==> config.mk <==
export PLATFORM = sky130hd
export DESIGN_NAME = data_in
export DESIGN_NICKNAME = d
export VERILOG_FILES = /design/src/rtl/data_in.sv
export SDC_FILE = /design/constraint.sdc
export NUM_CORES = 1
export LEC_CHECK = 0
export ABC_CLOCK_PERIOD_IN_PS = 6180
export CAP_MARGIN = 15
export CORE_UTILIZATION = 49
export CTS_CLUSTER_SIZE = 30
export DETAILED_ROUTE_END_ITERATION = 10
export DONT_BUFFER_PORTS = 1
export HOLD_SLACK_MARGIN = 0.05
export PLACE_DENSITY = 0.6
export REMOVE_ABC_BUFFERS = 1
export SYNTH_ARGS = -nofsm -noshare
export SYNTH_HDL_FRONTEND = slang
export SYNTH_SLANG_ARGS = --single-unit
export TNS_END_PERCENT = 10
==> constraint.sdc <==
create_clock -name clk -period 6.18 [get_ports clk]
set_input_delay 0.618 -clock clk [delete_from_list [all_inputs] [get_ports clk]]
set_output_delay 0.618 -clock clk [all_outputs]
set_load 0.05 [all_outputs]
==> src/rtl/data_in.sv <==
// data_in: input-port receiver for one router link.
//
// Accepts flits from the upstream sender over a zero-latency req/ack handshake into a
// 4-entry FIFO. A head flit at the FIFO front is XY-routed, the port request is raised to
// the switch allocator, and once granted the packet streams to the crossbar until its tail.
//
// Ports:
//   clk        rising-edge clock
//   reset      asynchronous active-low reset
//   in_data    flit offered by the upstream sender
//   in_req     upstream write request (in_data valid)
//   in_ack     write acknowledge, flit taken at this edge (combinational)
//   fifo_count FIFO occupancy 0..4
//   sw_req     one-hot {L,S,N,W,E} request to the switch allocator (bit0 = E)
//   sw_grant   allocator grant for this input
//   out_data   flit to the crossbar ({2'b11, zeros} when not valid)
//   out_valid  out_data is valid
//   out_ready  crossbar accepts the flit
//   drop_err   one-cycle pulse per discarded orphan flit
module data_in #(
    parameter int unsigned LL     = 16,
    parameter int unsigned MM     = 2,
    parameter int unsigned X_ADDR = 0,
    parameter int unsigned Y_ADDR = 0
) (
    input  logic          clk,
    input  logic          reset,
    input  logic [LL-1:0] in_data,
    input  logic          in_req,
    output logic          in_ack,
    output logic [2:0]    fifo_count,
    output logic [4:0]    sw_req,
    input  logic          sw_grant,
    output logic [LL-1:0] out_data,
    output logic          out_valid,
    input  logic          out_ready,
    output logic          drop_err
);

    typedef enum logic [1:0] {StIdle, StRoute, StRequest, StForward} state_e;

    localparam logic [1:0]    TypeHead = 2'b00;
    localparam logic [1:0]    TypeTail = 2'b10;
    localparam logic [1:0]    TypeIdle = 2'b11;
    localparam logic [MM-1:0] XA       = MM'(X_ADDR);
    localparam logic [MM-1:0] YA       = MM'(Y_ADDR);

    logic [LL-1:0] mem_q [4];
    logic [1:0]    wr_ptr_q, wr_ptr_d;
    logic [1:0]    rd_ptr_q, rd_ptr_d;
    logic [2:0]    count_q, count_d;
    state_e        state_q, state_d;
    logic [4:0]    route_q, route_d;
    logic          drop_q, drop_d;

    logic [LL-1:0] front;
    logic [1:0]    front_type;
    logic [MM-1:0] dx, dy;
    logic [4:0]    xy_route;
    logic          not_empty, full, push, pop;

    assign front      = mem_q[rd_ptr_q];
    assign front_type = front[LL-1:LL-2];
    assign dx         = front[LL-3 -: MM];
    assign dy         = front[LL-3-MM -: MM];
    assign not_empty  = (count_q != 3'd0);
    assign full       = (count_q == 3'd4);

    // Reset gates the ack so the sender never pops a flit while we are held in reset.
    assign in_ack     = in_req & ~full & reset;
    // Idle/invalid flits are acked but never stored.
    assign push       = in_ack & (in_data[LL-1:LL-2] != TypeIdle);
    assign fifo_count = count_q;
    assign drop_err   = drop_q;

    // Dimension-ordered route of the head flit at the FIFO front.
    always_comb begin
        xy_route = 5'b00000;
        if (dx > XA) begin
            xy_route = 5'b00001;
        end else if (dx < XA) begin
            xy_route = 5'b00010;
        end else if (dy > YA) begin
            xy_route = 5'b00100;
        end else if (dy < YA) begin
            xy_route = 5'b01000;
        end else begin
            xy_route = 5'b10000;
        end
    end

    always_comb begin
        state_d   = state_q;
        route_d   = route_q;
        drop_d    = 1'b0;
        pop       = 1'b0;
        sw_req    = 5'b00000;
        out_valid = 1'b0;
        out_data  = {TypeIdle, {(LL-2){1'b0}}};
        unique case (state_q)
            StIdle: begin
                if (not_empty) begin
                    if (front_type == TypeHead) begin
                        state_d = StRoute;
                    end else begin
                        // Body/tail with no head in front of it: discard.
                        pop    = 1'b1;
                        drop_d = 1'b1;
                    end
                end
            end
            StRoute: begin
                route_d = xy_route;
                state_d = StRequest;
            end
            StRequest: begin
                sw_req = route_q;
                if (sw_grant) begin
                    state_d = StForward;
                end
            end
            StForward: begin
                // Grant no longer matters: the output stays locked until the tail leaves.
                sw_req    = route_q;
                out_valid = not_empty;
                if (not_empty) begin
                    out_data = front;
                end
                if (not_empty && out_ready) begin
                    pop = 1'b1;
                    if (front_type == TypeTail) begin
                        state_d = StIdle;
                    end
                end
            end
            default: state_d = StIdle;
        endcase
    end

    always_comb begin
        wr_ptr_d = push ? wr_ptr_q + 2'd1 : wr_ptr_q;
        rd_ptr_d = pop ? rd_ptr_q + 2'd1 : rd_ptr_q;
        count_d  = count_q;
        case ({push, pop})
            2'b10:   count_d = count_q + 3'd1;
            2'b01:   count_d = count_q - 3'd1;
            default: count_d = count_q;
        endcase
    end

    always_ff @(posedge clk or negedge reset) begin
        if (!reset) begin
            wr_ptr_q <= 2'd0;
            rd_ptr_q <= 2'd0;
            count_q  <= 3'd0;
            state_q  <= StIdle;
            route_q  <= 5'b00000;
            drop_q   <= 1'b0;
        end else begin
            wr_ptr_q <= wr_ptr_d;
            rd_ptr_q <= rd_ptr_d;
            count_q  <= count_d;
            state_q  <= state_d;
            route_q  <= route_d;
            drop_q   <= drop_d;
        end
    end

    // Storage needs no reset: occupancy alone decides what is valid.
    always_ff @(posedge clk) begin
        if (push) begin
            mem_q[wr_ptr_q] <= in_data;
        end
    end

endmodule
======== After elaboration in Yosys (flattened, before gate mapping) ========
Memories as Yosys holds them, arrays and structs flattened.
Index checks and enable logic that the tools add are counted.
storage, ports and cells
  register bits ........................... 15
  RAM bits ................................ 64
  bits of input ports ..................... 21
  memories kept ........................... 1
memories
  memory  words  width  read ports  clocked after memory_dff  write ports  RTL line  text
  mem_q   4      16     1           0                         1            48        logic [LL-1:0] mem_q [4];
cells by class
  $add $sub $neg .......................... 4
  magnitude comparators ................... 4
  equality and inequality tests ........... 13
  muxes and demuxes ....................... 22
  bitwise gates (word level) .............. 4
  reduce and logical (&&, ||, !) cells .... 7
operators with widths
  kind                                                            count
  2-to-1 mux 16 bit                                               2
  2-to-1 mux 5 bit                                                5
  inequality test 2 bit (second input constant)                   6
  2-to-1 mux 2 bit                                                5
  == test 2 bit (second input constant)                           4
  case mux 2 bit (4 select lines)                                 1
  2-to-1 mux 1 bit                                                7
  case mux 3 bit (2 select lines)                                 1
  AND reduction 5 bit                                             1
  adder 2 x 1 -> 2 bit (second input constant)                    2
  == test 2 x 1 -> 1 bit (second input constant)                  2
  greater-than comparator 2 x 1 -> 1 bit (second input constant)  2
  logical NOT 2 bit                                               2
  less-than comparator 2 x 1 -> 1 bit (second input constant)     2
  adder 3 x 1 -> 3 bit (second input constant)                    1
  AND 1 bit                                                       3
  == test 3 bit (second input constant)                           1
  nonzero test 3 bit                                              1
  subtractor 3 x 1 -> 3 bit (second input constant)               1
  case mux 1 bit (2 select lines)                                 1
  nonzero test 2 bit                                              1
  OR reduction 2 bit                                              1
  logical AND 1 bit                                               1
  NOT 1 bit                                                       1

======== Logic depth before layout (Yosys ltp) ========
  depth after elaboration ................. 7
  depth in mapped cells ................... 10
  depth with buffers taken out ............ 10

======== Worst setup path before layout ========
Ideal clock, no wire load.
  path type ............................... reg2reg
  start point ............................. reg count_q[0] (netlist: fifo_count[0])
  end point ............................... reg count_q[2] (netlist: fifo_count[2])
  library setup time ...................... 0.145 ns
  arrival ................................. 3.050 ns
  data required time ...................... 6.035 ns
  path slack .............................. 2.985 ns
  stages on the path, launching flop included .. 11
  buffers on the path ..................... 0
  period minus slack after synthesis ...... 3.195 ns
  path through ............................ dfrtp_1 inv_1 a31oi_1 a21boi_1 inv_1 ha_1 inv_1 fa_1 xor2_1 nor2_1 xor2_1
on the way
  cells in the longest elaborated chain, start to end .. 7
  elaborated cells between the ends (all ways) .. 16
RTL lines
  element                                                                RTL line  text
  from (decl)                                                            51        logic [2:0] count_q, count_d;
  from (signal assigned)                                                 162       count_q <= count_d;
  == test 3 bit (*)                                                      67        assign full = (count_q == 3'd4);
  NOT 1 bit (*)                                                          70        assign in_ack = in_req & ~full & reset;
  AND 1 bit (*) (2 in a row)                                             70
  named net in_ack                                                       30        output logic in_ack,
  AND 1 bit (*)                                                          72        assign push = in_ack & (in_data[LL-1:LL-2] != TypeIdle);
  == test 2 x 1 -> 1 bit or == test 2 bit (tied branches)                144       case ({push, pop})
  case mux 3 bit (2 select lines) or nonzero test 2 bit (tied branches)  --
Mark *: on every way through the listed nets, which the timed path passes. The rest lies on a longest branch.
A chain may end at the register's enable or synchronous reset.

======== Worst setup path after layout ========
  start point ............................. reg count_q[2] (netlist: fifo_count[2])
  end point ............................... out out_data[4]
on the way
  cells in the longest elaborated chain, start to end .. 3
RTL lines
  element             RTL line  text
  nonzero test 3 bit  66        assign not_empty = (count_q != 3'd0);
  2-to-1 mux 16 bit   126       if (not_empty) begin
  2-to-1 mux 16 bit   100       unique case (state_q)
  to (decl)           34        output logic [LL-1:0] out_data,
No other way between the ends.

==> summary.md <==
| Metric | Value |
|---|---|
| Nets | 220 |
| Yosys top cell by area | edfxtp_1 |
| Final core occ | 56.0% |
| Hold/Removal Path Class | in2reg |
| R2r endpoint | fifo_count[2] |
| Setup_tns | 0 ns |
| CP delay by family, top | simple AND/OR/NAND/NOR gates |
| Layout fillers | 492 |
| Post-CTS Resized | 0 |
| Max Clock Freq | 295 MHz |
| Reg clk slew, reported paths | 0.08 ns |
| First-pass GRT wire length | between 8 and 9 mm |
| Routed wire per std cell | between 15 and 20 microns |
| RSZ-0062 raised after global routing | no |
| Number of post-CTS setup repair buffers | 0 |
| Run status | completed |
| Seq cells post-synth | 77 |
| Site row count | 29 |
| Post-synth EDFFs | 64 |
| Sequential element share of the synthesized area | 69.3% |
| Port Buffer Count | 0 |
| P_leak | 1.25 nW |
| CTS buffer count | 9 |
| Hold WS | 0.367 ns |
| Routability Congestion | 0.783 |
| Syn_area_per_cell | 17.9 sq um |
| Most used routing layer in global routing | met2 |
| Startpoint types | flip-flop |
| IO Pins | 48 |
| VDD IR-drop max | 0.000259 V |
| TritonCTS clock tree | built |
| Root buf cell | clkbuf_8 |
| Slew Limit Fails | 0 |
| Power Total | 1.85 mW |
| Clk_lat worst skew | 0.34 ns |
| DP Cell Count | 253 |
| Post-Synthesis Cells | 181 |
| Initial Util | 51.0% |
| Vias in the first global route | 1722 |
| Met1 Track Usage GR | 19.7% |
| Max-Cap Viols | 0 |
| Top_reg_cell synth | edfxtp_1 |
| Fraction of layout cells with a size suffix above 1 | between 10% and 20% |
| Largest net degree at the start of global routing | 18 |
| Overall routed net length | 5.28 mm |
| Critical Path End Type | output port |
| CTS Sinks | 77 |
| Synth top cells by count | edfxtp_1 (64), nor2b_1 (16), dfrtp_1 (13), inv_1 (12), mux4_2 (12) |
| Slew @ Worst Pin | just over 1 ns |
| Final HPWL DP | 3.43 mm |
| Req. time, crit path | 5.56 ns |
| R2R Path Start | rd_ptr_q[0] |
| Vias per cell | roughly 5.7 |
| R2R depth | 9 |
| Via count | 1534 |
| Rel. slew slack | approximately 33% |
| Max incr delay on CP | 0.94 ns |
| Non-Filler Instances | between 200 and 300 |
| Slowest library cell on the worst path | nor2b_1 |
| Gr usage total | 17.1% |
| Worst EP arrival | around 2.8 ns |
| Critical path depth | 3 |
| Yosys top cell area share | approximately three fifths |
| Pre-antenna DRT Iters | 4 |
| Final hold vios | 0 |
| Initial DRC count | 42 |
| Die area | 6940 sq um |
| Max FO, Critical Path | 17 |
| Most common cell in the synthesized netlist | edfxtp_1 |
| Crit share post-route | 54.8% |
| Fin crit period | 3.39 ns |
| Synth cell types | 37 |
| Inserted Diodes | 0 |
| Hold_buf cts | 1 |
| Overflow after GRT | 0 |
| Global Route met2 Usage | between 20% and 30% |
| P&R area growth vs syn | 9.65% |
| H-tree Lvls | 3 |
| Synthesized cell area | 3240 sq um |
| Initial antenna violation count | 0 |
| Critical Path Start | fifo_count[2] |
| Die Wd | roughly 83 microns |
| PwrDens | 520 nW/um^2 |
| Ordered cell list for the critical path | nor3_1 -> nand2b_1 -> nor2b_1 |
| Longest Clk Path Bufs | 2 |
| Skew final | 0.00588 ns |
| Die height | 83.3 microns |
| Core Area | roughly 6300 sq um |
| Endpoints failing setup | 0 |
| Synth warnings | 0 |
| Post-route ant nets | 0 |
| Ranking of synthesized cells by area | edfxtp_1 (59%), dfrtp_1 (10%), mux4_2 (8.3%), ha_1 (3.9%), mux4_1 (3.2%) |
| Crit Path Class | reg2out |
| DR DRC count | 0 |
| Crit path capture | out_data[4] |
| R2R setup slack | roughly 3.0 ns |
| FFs w/ async S/R, synth | 16.9% |
| CP bufs+invs | 0 |
| Met3 Track Usage GR | 5.57% |
[cells by family (layout without fill, tap and decap cells)]
logic type	Yosys count	count (layout)	share of synthesized area [%]
other cells	1	2	0.116
simple gates	36	36	6.33
compound gates	11	11	2.47
flops	77	77	69.3
xor+xnor	6	6	1.62
buf+inv	19	30	2.74
fa+ha+maj	11	11	4.48
mux	20	20	12.9
[per-stage QoR]
stage / cell area [sq um] / worst slack (ns)
5_1_grt: 3550 / 2.57
2_1_floorplan: 3200 / 2.98
4_1_cts: 3550 / 2.73
3_3_place_gp: 3300 / 3.09
6_report: 3550 / 2.79
3_5_place_dp: 3300 / 2.90
[worst min path at each step]
stage / start / endpoint / slack (ns) / cells after the start
3_5_place_dp: reset / route_q[4] / 0.32 / 0
2_1_floorplan: reset / drop_err / 0.32 / 0
6_report: in_data[8] / mem_q[0][8] / 0.37 / 0
4_1_cts: in_data[7] / mem_q[2][7] / 0.35 / 0
3_3_place_gp: reset / route_q[0] / 0.32 / 0
5_1_grt: in_data[0] / mem_q[0][0] / 0.34 / 0
[registers in the layout (all words and copies together), names as in the netlist]
register,cells
route_q,3
mem_q,64
fifo_count,3
wr_ptr_q,2
rd_ptr_q,2
state_q,2
drop_err,1
[cell type report]
type                       count  area [sq um]  share of cell area [%]
inverter                      12          45.0                    1.27
tap                           77          96.3                    2.71
clock buffer                  10           128                    3.59
timing repair buffer           2          17.5                   0.493
sequential                    77          2250                    63.2
clock inverter                 6           111                    3.13
multi-input combinational     86           908                    25.6
[cell usage in the layout (no fill, tap or decap), types with 4 or more instances in the layout]
cell	netlist	layout
mux4_2	12	12
nor2b_1	16	16
nor2_1	8	8
inv_1	12	12
clkbuf_8	0	9
ha_1	10	10
dfrtp_1	13	13
mux4_1	4	4
and2_1	4	4
edfxtp_1	64	64
[power by group]
part | switching, mW | leakage (nW) | total [mW] | internal [mW]
Combinational | 0.406 | 0.398 | 0.629 | 0.223
Clock | 0.175 | 0.118 | 0.444 | 0.268
Sequential | 0.132 | 0.735 | 0.774 | 0.643
[routing by layer]
layer	up-vias	share of wire, %
met5	-	0
met4	0	1.9
met3	10	5.8
met2	47	53
met1	781	40
li1	696	-
(Power assumes the default switching activity.)
